$ cat config.mk
export PLATFORM = sky130hd
export DESIGN_NAME = imem_loader_flat
export DESIGN_NICKNAME = d
export VERILOG_FILES = /design/src/rtl/imem_loader_if.sv /design/src/rtl/imem_loader.sv /design/src/flat_wrapper.sv
export SDC_FILE = /design/constraint.sdc
export NUM_CORES = 1
export LEC_CHECK = 0
export CAP_MARGIN = 20
export CORE_MARGIN = 10
export CORE_UTILIZATION = 45
export CTS_BUF_LIST = sky130_fd_sc_hd__clkbuf_2 sky130_fd_sc_hd__clkbuf_4 sky130_fd_sc_hd__clkbuf_8
export DETAILED_ROUTE_END_ITERATION = 8
export PLACE_DENSITY_LB_ADDON = 0.05
export SYNTH_ARGS = -nofsm -noshare
export SYNTH_HDL_FRONTEND = slang
export SYNTH_SLANG_ARGS = --single-unit
$ cat constraint.sdc
create_clock -name clk -period 5.1 [get_ports clk]
set_clock_uncertainty 0.15 [all_clocks]
set_input_delay 0.765 -clock clk [delete_from_list [all_inputs] [get_ports clk]]
set_output_delay 0.765 -clock clk [all_outputs]
set_load 0.02 [all_outputs]
$ cat src/rtl/imem_loader_if.sv
// Byte-stream handshake carrying the program image into the loader.
interface imem_loader_if;
  logic       in_valid;
  logic [7:0] in_data;
  logic       in_ready;

  modport master (
    output in_valid,
    output in_data,
    input  in_ready
  );

  modport slave (
    input  in_valid,
    input  in_data,
    output in_ready
  );
endinterface

$ cat src/rtl/imem_loader.sv
// Instruction-memory writer: unpacks a length-prefixed, XOR-checked
// byte image into 16-bit IM words and holds the core in reset until done.
module imem_loader #(
  parameter int ADDR_W = 8,
  parameter int DEPTH  = 256
) (
  input  logic              clk,
  input  logic              rst,
  input  logic              start,
  imem_loader_if.slave      s,
  output logic              imem_we,
  output logic [ADDR_W-1:0] imem_waddr,
  output logic [15:0]       imem_wdata,
  output logic              core_rst,
  output logic              busy,
  output logic              done,
  output logic              err
);

  typedef enum logic [2:0] {
    IDLE,
    LEN_HI,
    LEN_LO,
    DATA_HI,
    DATA_LO,
    CHK,
    DONE,
    ERR
  } state_t;

  localparam logic [16:0] DEPTH_L = 17'(DEPTH);

  state_t      state;
  logic [7:0]  len_hi;
  logic [15:0] len;
  logic [15:0] wcnt;
  logic [7:0]  hi_byte;
  logic [7:0]  chk;
  logic        xfer;
  logic [15:0] n_rx;
  logic [15:0] wcnt_nx;

  assign s.in_ready = (state == LEN_HI)
                   || (state == LEN_LO)
                   || (state == DATA_HI)
                   || (state == DATA_LO)
                   || (state == CHK);
  assign busy    = s.in_ready;
  assign xfer    = s.in_valid && s.in_ready;
  assign n_rx    = {len_hi, s.in_data};
  assign wcnt_nx = wcnt + 16'd1;

  always_ff @(posedge clk) begin
    if (rst) begin
      state      <= IDLE;
      len_hi     <= '0;
      len        <= '0;
      wcnt       <= '0;
      hi_byte    <= '0;
      chk        <= '0;
      imem_we    <= 1'b0;
      imem_waddr <= '0;
      imem_wdata <= '0;
      core_rst   <= 1'b1;
      done       <= 1'b0;
      err        <= 1'b0;
    end else begin
      imem_we <= 1'b0;
      unique case (state)
        IDLE, DONE, ERR: begin
          if (start) begin
            state      <= LEN_HI;
            chk        <= '0;
            wcnt       <= '0;
            imem_waddr <= '0;
            core_rst   <= 1'b1;
            done       <= 1'b0;
            err        <= 1'b0;
          end
        end
        LEN_HI: begin
          if (xfer) begin
            len_hi <= s.in_data;
            state  <= LEN_LO;
          end
        end
        LEN_LO: begin
          if (xfer) begin
            len <= n_rx;
            if (n_rx == 16'd0) begin
              state <= CHK;
            end else if ({1'b0, n_rx} > DEPTH_L) begin
              // oversize image rejected before any IM write
              state <= ERR;
              err   <= 1'b1;
            end else begin
              state <= DATA_HI;
            end
          end
        end
        DATA_HI: begin
          if (xfer) begin
            hi_byte <= s.in_data;
            chk     <= chk ^ s.in_data;
            state   <= DATA_LO;
          end
        end
        DATA_LO: begin
          if (xfer) begin
            chk        <= chk ^ s.in_data;
            imem_we    <= 1'b1;
            imem_wdata <= {hi_byte, s.in_data};
            imem_waddr <= wcnt[ADDR_W-1:0];
            wcnt       <= wcnt_nx;
            state      <= (wcnt_nx == len) ? CHK : DATA_HI;
          end
        end
        CHK: begin
          if (xfer) begin
            if (s.in_data == chk) begin
              state    <= DONE;
              done     <= 1'b1;
              core_rst <= 1'b0;
            end else begin
              state <= ERR;
              err   <= 1'b1;
            end
          end
        end
      endcase
    end
  end

endmodule

$ cat src/flat_wrapper.sv
// flat-port wrapper written by rule: the top's interface ports become plain ports
module imem_loader_flat 
#(
  parameter int ADDR_W = 8,
  parameter int DEPTH  = 256
)
  (clk, rst, start, imem_we, imem_waddr, imem_wdata, core_rst, busy, done, err, s_in_valid, s_in_data, s_in_ready);
  imem_loader_if s_i ();
  input  logic clk;
  input  logic rst;
  input  logic start;
  output logic imem_we;
  output logic [ADDR_W-1:0] imem_waddr;
  output logic [15:0] imem_wdata;
  output logic core_rst;
  output logic busy;
  output logic done;
  output logic err;
  input wire logic [$bits(s_i.in_valid)-1:0] s_in_valid;
  input wire logic [$bits(s_i.in_data)-1:0] s_in_data;
  output wire logic [$bits(s_i.in_ready)-1:0] s_in_ready;
  assign s_i.in_valid = s_in_valid;
  assign s_i.in_data = s_in_data;
  assign s_in_ready = s_i.in_ready;
  imem_loader #(.ADDR_W(ADDR_W), .DEPTH(DEPTH)) u_core (.clk(clk), .rst(rst), .start(start), .s(s_i), .imem_we(imem_we), .imem_waddr(imem_waddr), .imem_wdata(imem_wdata), .core_rst(core_rst), .busy(busy), .done(done), .err(err));
endmodule
# Yosys cells after proc, flatten, opt, wreduce, memory -nomap -nowiden
# Index checks and enable logic that the tools add are counted.
[totals]
inputBits = 12
ff_bits = 87
[op_classes]
n_eq_ne = 20
n_addsub = 1
n_mux = 34
n_lt_le_gt_ge = 1
n_reduce_logical = 23
bitwise_logic = 2
[op_table]
columns = ["cell", "count"]
rows = [
  ["16-bit two-way mux", 2],
  ["16-bit case mux with 2 select lines", 1],
  ["8-bit case mux with 2 select lines", 2],
  ["3-bit two-way mux", 9],
  ["8-bit two-way mux", 3],
  ["3-bit case mux with 6 select lines", 1],
  ["16-bit by 1-bit adder with 16-bit output, second input constant", 1],
  ["16-bit == test", 1],
  ["16-bit by 9-bit > comparator with 1-bit output, second input constant", 1],
  ["16-bit logical NOT", 1],
  ["1-bit two-way mux", 13],
  ["3-bit == test, second input constant", 4],
  ["2-bit by 1-bit inequality test with 1-bit output, second input constant", 6],
  ["2-bit inequality test, second input constant", 5],
  ["8-bit == test", 1],
  ["2-bit AND reduction", 4],
  ["8-bit XOR", 1],
  ["7-bit AND reduction", 1],
  ["3-bit by 2-bit == test with 1-bit output, second input constant", 2],
  ["3-bit AND reduction", 2],
  ["6-bit AND reduction", 1],
  ["2-bit nonzero test", 3],
  ["1-bit logical OR", 4],
  ["1-bit case mux with 2 select lines", 2],
  ["9 further kinds", 10],
]

# Depth between registers and ports, before layout
# Gate-level depths: netlist (run 1).
[logic_depth]
word_depth = 8
ltp_mapped = 8
mapped_depth_nobuf = 7

# Worst setup path before layout (run 1)
# No wires, ideal clock.
[synth_timing]
kind = "in2reg"
start = "in s_in_valid"
end = "reg u_core.chk[0]"
arrival_time_ps = 2190
required_time_ps = 4880
path_buffers = 2
setup_ps = 70
slack_ps = 2689
cell_stages = 8
cell_sequence = "clkbuf_2 nor2b_1 and3_1 clkbuf_1 nor3_2 nor2_1 nand3b_1 a21oi_1"
[synth_via]
elab_chain_len = 3
[synth_rtl]
columns = ["item", "line", "text"]
rows = [
  ["start, declared", "flat_wrapper.sv:19", "input wire logic [$bits(s_i.in_valid)-1:0] s_in_valid;"],
  ["1-bit logical AND", "imem_loader.sv:49", "assign xfer = s.in_valid && s.in_ready;"],
  ["2-bit by 1-bit inequality test with 1-bit output (no line)", "--", ""],
  ["3-bit AND reduction (no line)", "--", ""],
  ["end signal, assigned", "imem_loader.sv:104", "chk <= chk ^ s.in_data;"],
  ["end signal, assigned", "imem_loader.sv:110", "chk <= chk ^ s.in_data;"],
  ["end, declared", "imem_loader.sv:38", "logic [7:0] chk;"],
]
# Every way passes these cells.
# A chain may end at the register's enable or synchronous reset.

# Final worst setup path (run 1)
[layout_timing]
start = "reg u_core.wcnt[0]"
end = "reg u_core.state[1]"
[layout_via]
elab_chain_len = 5
[layout_rtl]
columns = ["item", "line", "text"]
rows = [
  ["start, declared", "imem_loader.sv:36", "logic [15:0] wcnt;"],
  ["start signal, assigned", "imem_loader.sv:114", "wcnt <= wcnt_nx;"],
  ["16-bit by 1-bit adder with 16-bit output", "imem_loader.sv:51", "assign wcnt_nx = wcnt + 16'd1;"],
  ["16-bit == test", "imem_loader.sv:115", "state <= (wcnt_nx == len) ? CHK : DATA_HI;"],
  ["3-bit two-way mux", "imem_loader.sv:115", ""],
  ["3-bit two-way mux", "imem_loader.sv:109", "if (xfer) begin"],
  ["3-bit case mux with 6 select lines", "imem_loader.sv:69", "unique case (state)"],
  ["end signal, assigned", "imem_loader.sv:115", ""],
  ["end, declared", "imem_loader.sv:33", "state_t state;"],
]
# Every way passes these cells. The select of a mux whose other input is x is not followed.

==> results of run 1 <==
worst min-delay path: stages (launching register included):
cell and delay, ns:
dfxtp_1 0.32, nand2_1 0.05, a21oi_1 0.05
synth_stat cells, drive strengths merged, types with 2 or more instances:
| library cell | number |
|---|---|
| a31oi | 4 |
| clkbuf | 33 |
| and3 | 2 |
| nor4 | 7 |
| dfxtp | 87 |
| nand2 | 93 |
| a2111oi | 3 |
| nand3b | 11 |
| a211oi | 3 |
| nand3 | 11 |
| buf | 8 |
| o22ai | 2 |
| a21oi | 67 |
| a21o | 2 |
| nor3b | 2 |
| and2 | 3 |
| or3 | 7 |
| or4 | 2 |
| a22o | 2 |
| inv | 7 |
| nand4 | 6 |
| xor2 | 16 |
| nor3 | 7 |
| nor2b | 10 |
| o211ai | 2 |
| mux2i | 9 |
| a22oi | 10 |
| xnor2 | 12 |
| nor2 | 52 |
| o21ai | 29 |
layout make-up:
type	instances	area, µm²	share of cell area
clock inverters	7	55.05	0.01179
clock buffers	9	123.9	0.02653
multi-input cells	388	2151	0.4607
flip-flops and latches	87	1742	0.3731
repair buffers	45	435.4	0.09327
inverters	7	26.28	0.005629
well taps	108	135.1	0.02895
cell usage in the layout (no fill, tap or decap), drive strengths merged, types with 3 or more instances in the layout:
cell type,n
nor3,7
nand4,6
a31oi,4
xnor2,12
inv,10
nor2b,10
xor2,16
mux2i,9
nor4,7
nand3,11
clkdlybuf4s50,40
and2,3
a21oi,67
nand2,93
a2111oi,3
clkbuf,9
buf,5
a22oi,10
nor2,52
nand3b,11
or3,7
a211oi,3
dfxtp,87
o21ai,29
registers in the layout, indices dropped and copies added (netlist names):
| signal | count |
|---|---|
| u_core.imem_wdata | 16 |
| u_core.len | 16 |
| u_core.wcnt | 16 |
| u_core.chk | 8 |
| u_core.hi_byte | 8 |
| u_core.imem_waddr | 8 |
| u_core.len_hi | 8 |
| u_core.state | 3 |
| u_core.core_rst | 1 |
| u_core.done | 1 |
| u_core.err | 1 |
| u_core.imem_we | 1 |
report_power, final:
group          switching [mW]  internal, mW  leakage [nW]
registers              0.0331         0.705         0.702
logic                   0.156         0.104         0.805
clock network           0.272         0.182        0.0866
kinds of logic after synthesis:
kind of cell / share of synthesized area
compound gates: 0.1872
xor+xnor: 0.05957
fa+ha+maj: 0.003039
buf+inv: 0.05440
flops: 0.4231
mux: 0.02189
simple gates: 0.2508
worst paths after layout:
check                                        from              endpoint  slack (ns)
worst max-delay path               u_core.wcnt[0]       u_core.state[1]        2.01
worst min-delay path            u_core.hi_byte[0]  u_core.imem_wdata[8]        0.31
worst max register to register     u_core.wcnt[0]       u_core.state[1]        2.01
worst min register to register  u_core.hi_byte[0]  u_core.imem_wdata[8]        0.31
routing by layer:
metal  vias up  wire (µm)  global-route usage
met3         6        474             0.04134
met5         -          0                   0
met1      1714       4858              0.2054
met4         0         74             0.04337
li1       1822          -                   -
met2        72       4934              0.2544
metrics by stage:
| stage | cell area, µm² | hold slack [ns] | util |
|---|---|---|---|
| after floorplan | 4116 | 0.2821 | - |
| after global placement | 4489 | 0.2911 | 0.5098 |
| after detailed placement | 4489 | 0.2984 | 0.5098 |
| after CTS | 4668 | 0.3111 | 0.5301 |
| after global routing | 4668 | 0.3298 | 0.5301 |
| final | 4668 | 0.3091 | 0.5301 |
==> qor.yml, run 1 <==
initial_core_util: 0.4675
yosys_top_cell_by_area: "dfxtp_1"
cts_root_buf: "clkbuf_8"
placement.io_buffers: 41
tritoncts.num_buffers: 9
nFillCells: 876
synth_flop_cell: "dfxtp_1"
avgSynthCellArea_um2: 7.871
grt_max_degree: 50
std_cell_rows: 34
rsz_0062_raised_after_global_routing: "false"
dr.first_iter.drc_count: 174
setup_viol: 0
power.density_nw_per_um2: 311.1
flow.area_growth_from_synthesis_pct: 13.40
hold_path_depth: 2
timing.critical_path.from_type: "flop"
htree_levels: 3
postSynthRegisterBits: 87
p_leak_nw: 1.594
final_net_count: 551
cts_max_path_buffers: 2
instances_no_fill: 651
cp_class: "reg2reg"
chipWidth_um: 115.6
grt_pass1_vias: 3532
synth_top_cells_by_area: "dfxtp_1 42%, nand2_1 8.5%, a21oi_1 8.1%, nor2_1 4.7%, o21ai_0 3.5%"
timing.max_slew.rel_slack: 0.3371
route.detailed.vias_per_inst: 5.551
post_route_cells_drive_above_1_share: 0.05525
cts.reportedPaths.clkPinSlew_ns: 0.10
critPathMaxStageDelay_ns: 0.50
async_reset_ff_frac: 0
holdBufCountCts: 0
fp.dieArea_um2: 13370
cp.buffers_inverters: 0
maxSlewViolCount: 0
worst_hold_path_type: "reg2reg"
standard_cell_core_area_um2: 8806
r2r.worst_path.cells: 7
diodes: 0
transition_time_of_the_tightest_slew_check_pin_ns: 0.9907
grt_first_pass_wirelength_mm: 17.37
placed_wire_length_estimate_after_detailed_placement_mm: 6.986
critical-path-top-delay-family: "compound AO/OA/AOI/OAI gates"
route.vias.total: 3614
detail_route.drc_violations: 0
timing.final.ws_setup_ns: 2.014
syn-instance-count: 523
synth_area_um2: 4116
track_usage: 0.1581
yosysTopAreaCellShare: 0.4231
post_synth_num_cell_types: 55
final_period_minus_worst_setup_slack_ns: 3.086
routed_wl_mm: 10.34
synth_edf_count: 0
critical_path_peak_fanout: 8
report.power.total_mw: 1.452
wp_depth: 7
synth-warning-count: 0
gp_congestion: 0.8173
outcome: "finished clean"
finalHoldViolations: 0
postCtsSetupRepairBufs: 0
synth.net_count: 536
detail-route-antenna-nets: 0
clock_sink_count: 87
timing.critical_path.slowest_stage_cell: "dfxtp_1"
synth-seq-area-share: 0.4231
crit_path_end_kind: "flop"
critical_path.cell_chain: "ha_1, nand3_4, or3_1, a2111oi_2, nand4_1, a2111oi_2, o21ai_0"
cts_tree: "done"
fp.dieH_um: 115.6
first_pass_iters: 6
number_of_antenna_violations_at_the_first_check_in_global_routing: 0
post_cts.resized_instances: 0
arrival_time_of_the_worst_setup_path_ns: 3.17
ir_worst_vdd_mv: 0.1769
finalCritPeriodShare: 0.6051
post-place-ws_ns: 1.840
max_capacitance_violation_count: 0
critPathRequiredTime_ns: 5.18
routed_wire_length_per_instance_um: 15.88
critical_path.most_common_cell: "a2111oi_2"
floorplan.io_pins: 42
setup-tns-final_ns: 0
max_freq_mhz: 324.0
dpl.cell_count: 635
globalRouteOverflowTotal: 0
worstSkewPairLatency_ns: 0.36
Note: power is estimated with default switching activity, not from simulation.
==> run 2, diff against run 1 <==
Clock period 5.1 ns to 2.8 ns, I/O delays scaled along.
==> qor.yml, run 2 (synthesized netlist as in run 1, its figures left out) <==
finalHoldViolations: 0
gp_congestion: 0.8775
dpl.cell_count: 659
timing.critical_path.from_type: "flop"
power.switching_fraction: 0.2971
critical_path.cell_chain: "ha_1, nand3_4, or3_1, a2111oi_2, nand4_1, a2111oi_4, o21ai_0"
finalCritPeriodShare: 0.9240
route.detailed.vias_per_inst: 5.436
placement.io_buffers: 41
power.internal_mw: 1.937
rsz_0062_raised_after_global_routing: "false"
outcome: "finished clean"
area.sequential_um2: 1742
clockPowerShare: 0.328
post_cts.resized_instances: 0
layout.core_utilization: 0.5553
maxSlewViolCount: 0
initial_core_util: 0.4675
grt_pass1_vias: 3606
holdBufCountCts: 0
tritoncts.num_buffers: 9
timing.max_slew.rel_slack: 0.5940
htree_levels: 3
flow.area_growth_from_synthesis_pct: 18.78
grt_first_pass_wirelength_mm: 17.76
floorplan.io_pins: 42
final_period_minus_worst_setup_slack_ns: 2.587
multi_input_comb_area_um2: 2166
regToRegStartpoint: "u_core.wcnt[1]"
routed_wire_length_per_instance_um: 15.82
critPathRequiredTime_ns: 2.88
globalRouteOverflowTotal: 0
power.density_nw_per_um2: 563.5
seqPwrFrac: 0.483
comb_power_share: 0.189
setup_viol: 0
layout.cells.most_common: "nand2_1"
r2r.worst_path.cells: 7
routed_wl_mm: 10.68
dr.first_iter.drc_count: 223
hp-start: "u_core.imem_wdata[2]"
final_hold_slack_ns: 0.3073
arrival_time_of_the_worst_setup_path_ns: 2.66
worst_hold_path.endpoint: "u_core.imem_wdata[2]"
regToRegSetupSlack_ns: 0.21
cts_root_buf: "clkbuf_8"
p_leak_nw: 1.729
cp_class: "reg2reg"
first_pass_iters: 5
placed_wire_length_estimate_after_detailed_placement_mm: 7.640
timing.critical_path.slowest_stage_cell: "dfxtp_1"
critical_path_peak_fanout: 8
nFillCells: 869
critPathMaxStageDelay_ns: 0.44
hold_path_depth: 2
post_route_cells_drive_above_1_share: 0.09700
detail_route.drc_violations: 0
standard_cell_core_area_um2: 8806
transition_time_of_the_tightest_slew_check_pin_ns: 0.6067
track_usage: 0.1633
fp.dieH_um: 115.6
diodes: 0
instances_no_fill: 675
final_net_count: 575
clock_sink_count: 87
route.vias.total: 3669
detail-route-antenna-nets: 0
postCtsSetupRepairBufs: 0
power.net_switching_mw: 0.8187
layout_common_cells: "93 x nand2_1, 87 x dfxtp_1, 67 x a21oi_1, 51 x nor2_1, 40 x clkdlybuf4s50_1"
std_cell_rows: 34
ir_worst_vdd_mv: 0.3194
crit_path_end_kind: "flop"
cts.reportedPaths.clkPinSlew_ns: 0.09
cp.buffers_inverters: 0
setup-tns-final_ns: 0
worstSkewPairLatency_ns: 0.35
max_capacitance_violation_count: 0
max_freq_mhz: 386.5
worst_hold_path_type: "reg2reg"
chipWidth_um: 115.6
r2r_end: "u_core.state[1]"
fp.dieArea_um2: 13370
grt_max_degree: 46
top_regs: "u_core.imem_wdata: 16 flops, u_core.len: 16 flops, u_core.wcnt: 16 flops"
number_of_antenna_violations_at_the_first_check_in_global_routing: 0
cts_max_path_buffers: 2
critical-path-top-delay-family: "compound AO/OA/AOI/OAI gates"
cts_tree: "done"
run 2: area by class of cell:
cell class,instances,share of cell area
clock inverters,6,0.01382
multi-input cells,388,0.4429
flip-flops and latches,87,0.3562
well taps,108,0.02764
inverters,7,0.005374
clock buffers,10,0.02815
repair buffers,69,0.1259
run 2: worst reg2reg max path: cells and delay by family, from the launching register on:
kind / cells / cell delay, ns
fa+ha+maj: 1 / 0.25
flops: 1 / 0.44
compound gates: 3 / 0.91
simple gates: 3 / 0.73
run 2: routing by layer:
layer	share of wire	track usage	vias to the layer above
met5	0	0	-
met4	0.0057	0.03253	0
met3	0.036	0.05065	6
met2	0.50	0.2838	58
met1	0.46	0.1950	1737
li1	-	-	1868
run 2: worst max-delay path by stage:
stage                     slack [ns]            from  depth (start not counted)               to
after floorplan                 0.48  u_core.wcnt[1]                          8  u_core.state[2]
after global placement          0.10    s_in_data[4]                          7  u_core.core_rst
after detailed placement        0.14  u_core.wcnt[1]                          7  u_core.state[1]
after CTS                       0.11  u_core.wcnt[1]                          7  u_core.state[1]
after global routing            0.07  u_core.wcnt[1]                          7  u_core.state[1]
final                           0.21  u_core.wcnt[1]                          7  u_core.state[1]
run 2: power by group through the flow:
stage	clock network [mW]	logic (mW)	registers (mW)
after floorplan	0	0.345	1.36
final	0.904	0.520	1.33
after detailed placement	0	0.516	1.36
after CTS	0.932	0.518	1.33
after global placement	0	0.514	1.36
after global routing	0.979	0.569	1.34
run 2: through the flow:
| stage | power, mW | cell area (µm²) | worst slack [ns] |
|---|---|---|---|
| after floorplan | 1.702 | 4116 | 0.4820 |
| after detailed placement | 1.876 | 4669 | 0.1447 |
| after CTS | 2.781 | 4875 | 0.1068 |
| after global placement | 1.873 | 4669 | 0.1009 |
| after global routing | 2.887 | 4890 | 0.06706 |
| final | 2.755 | 4890 | 0.2128 |
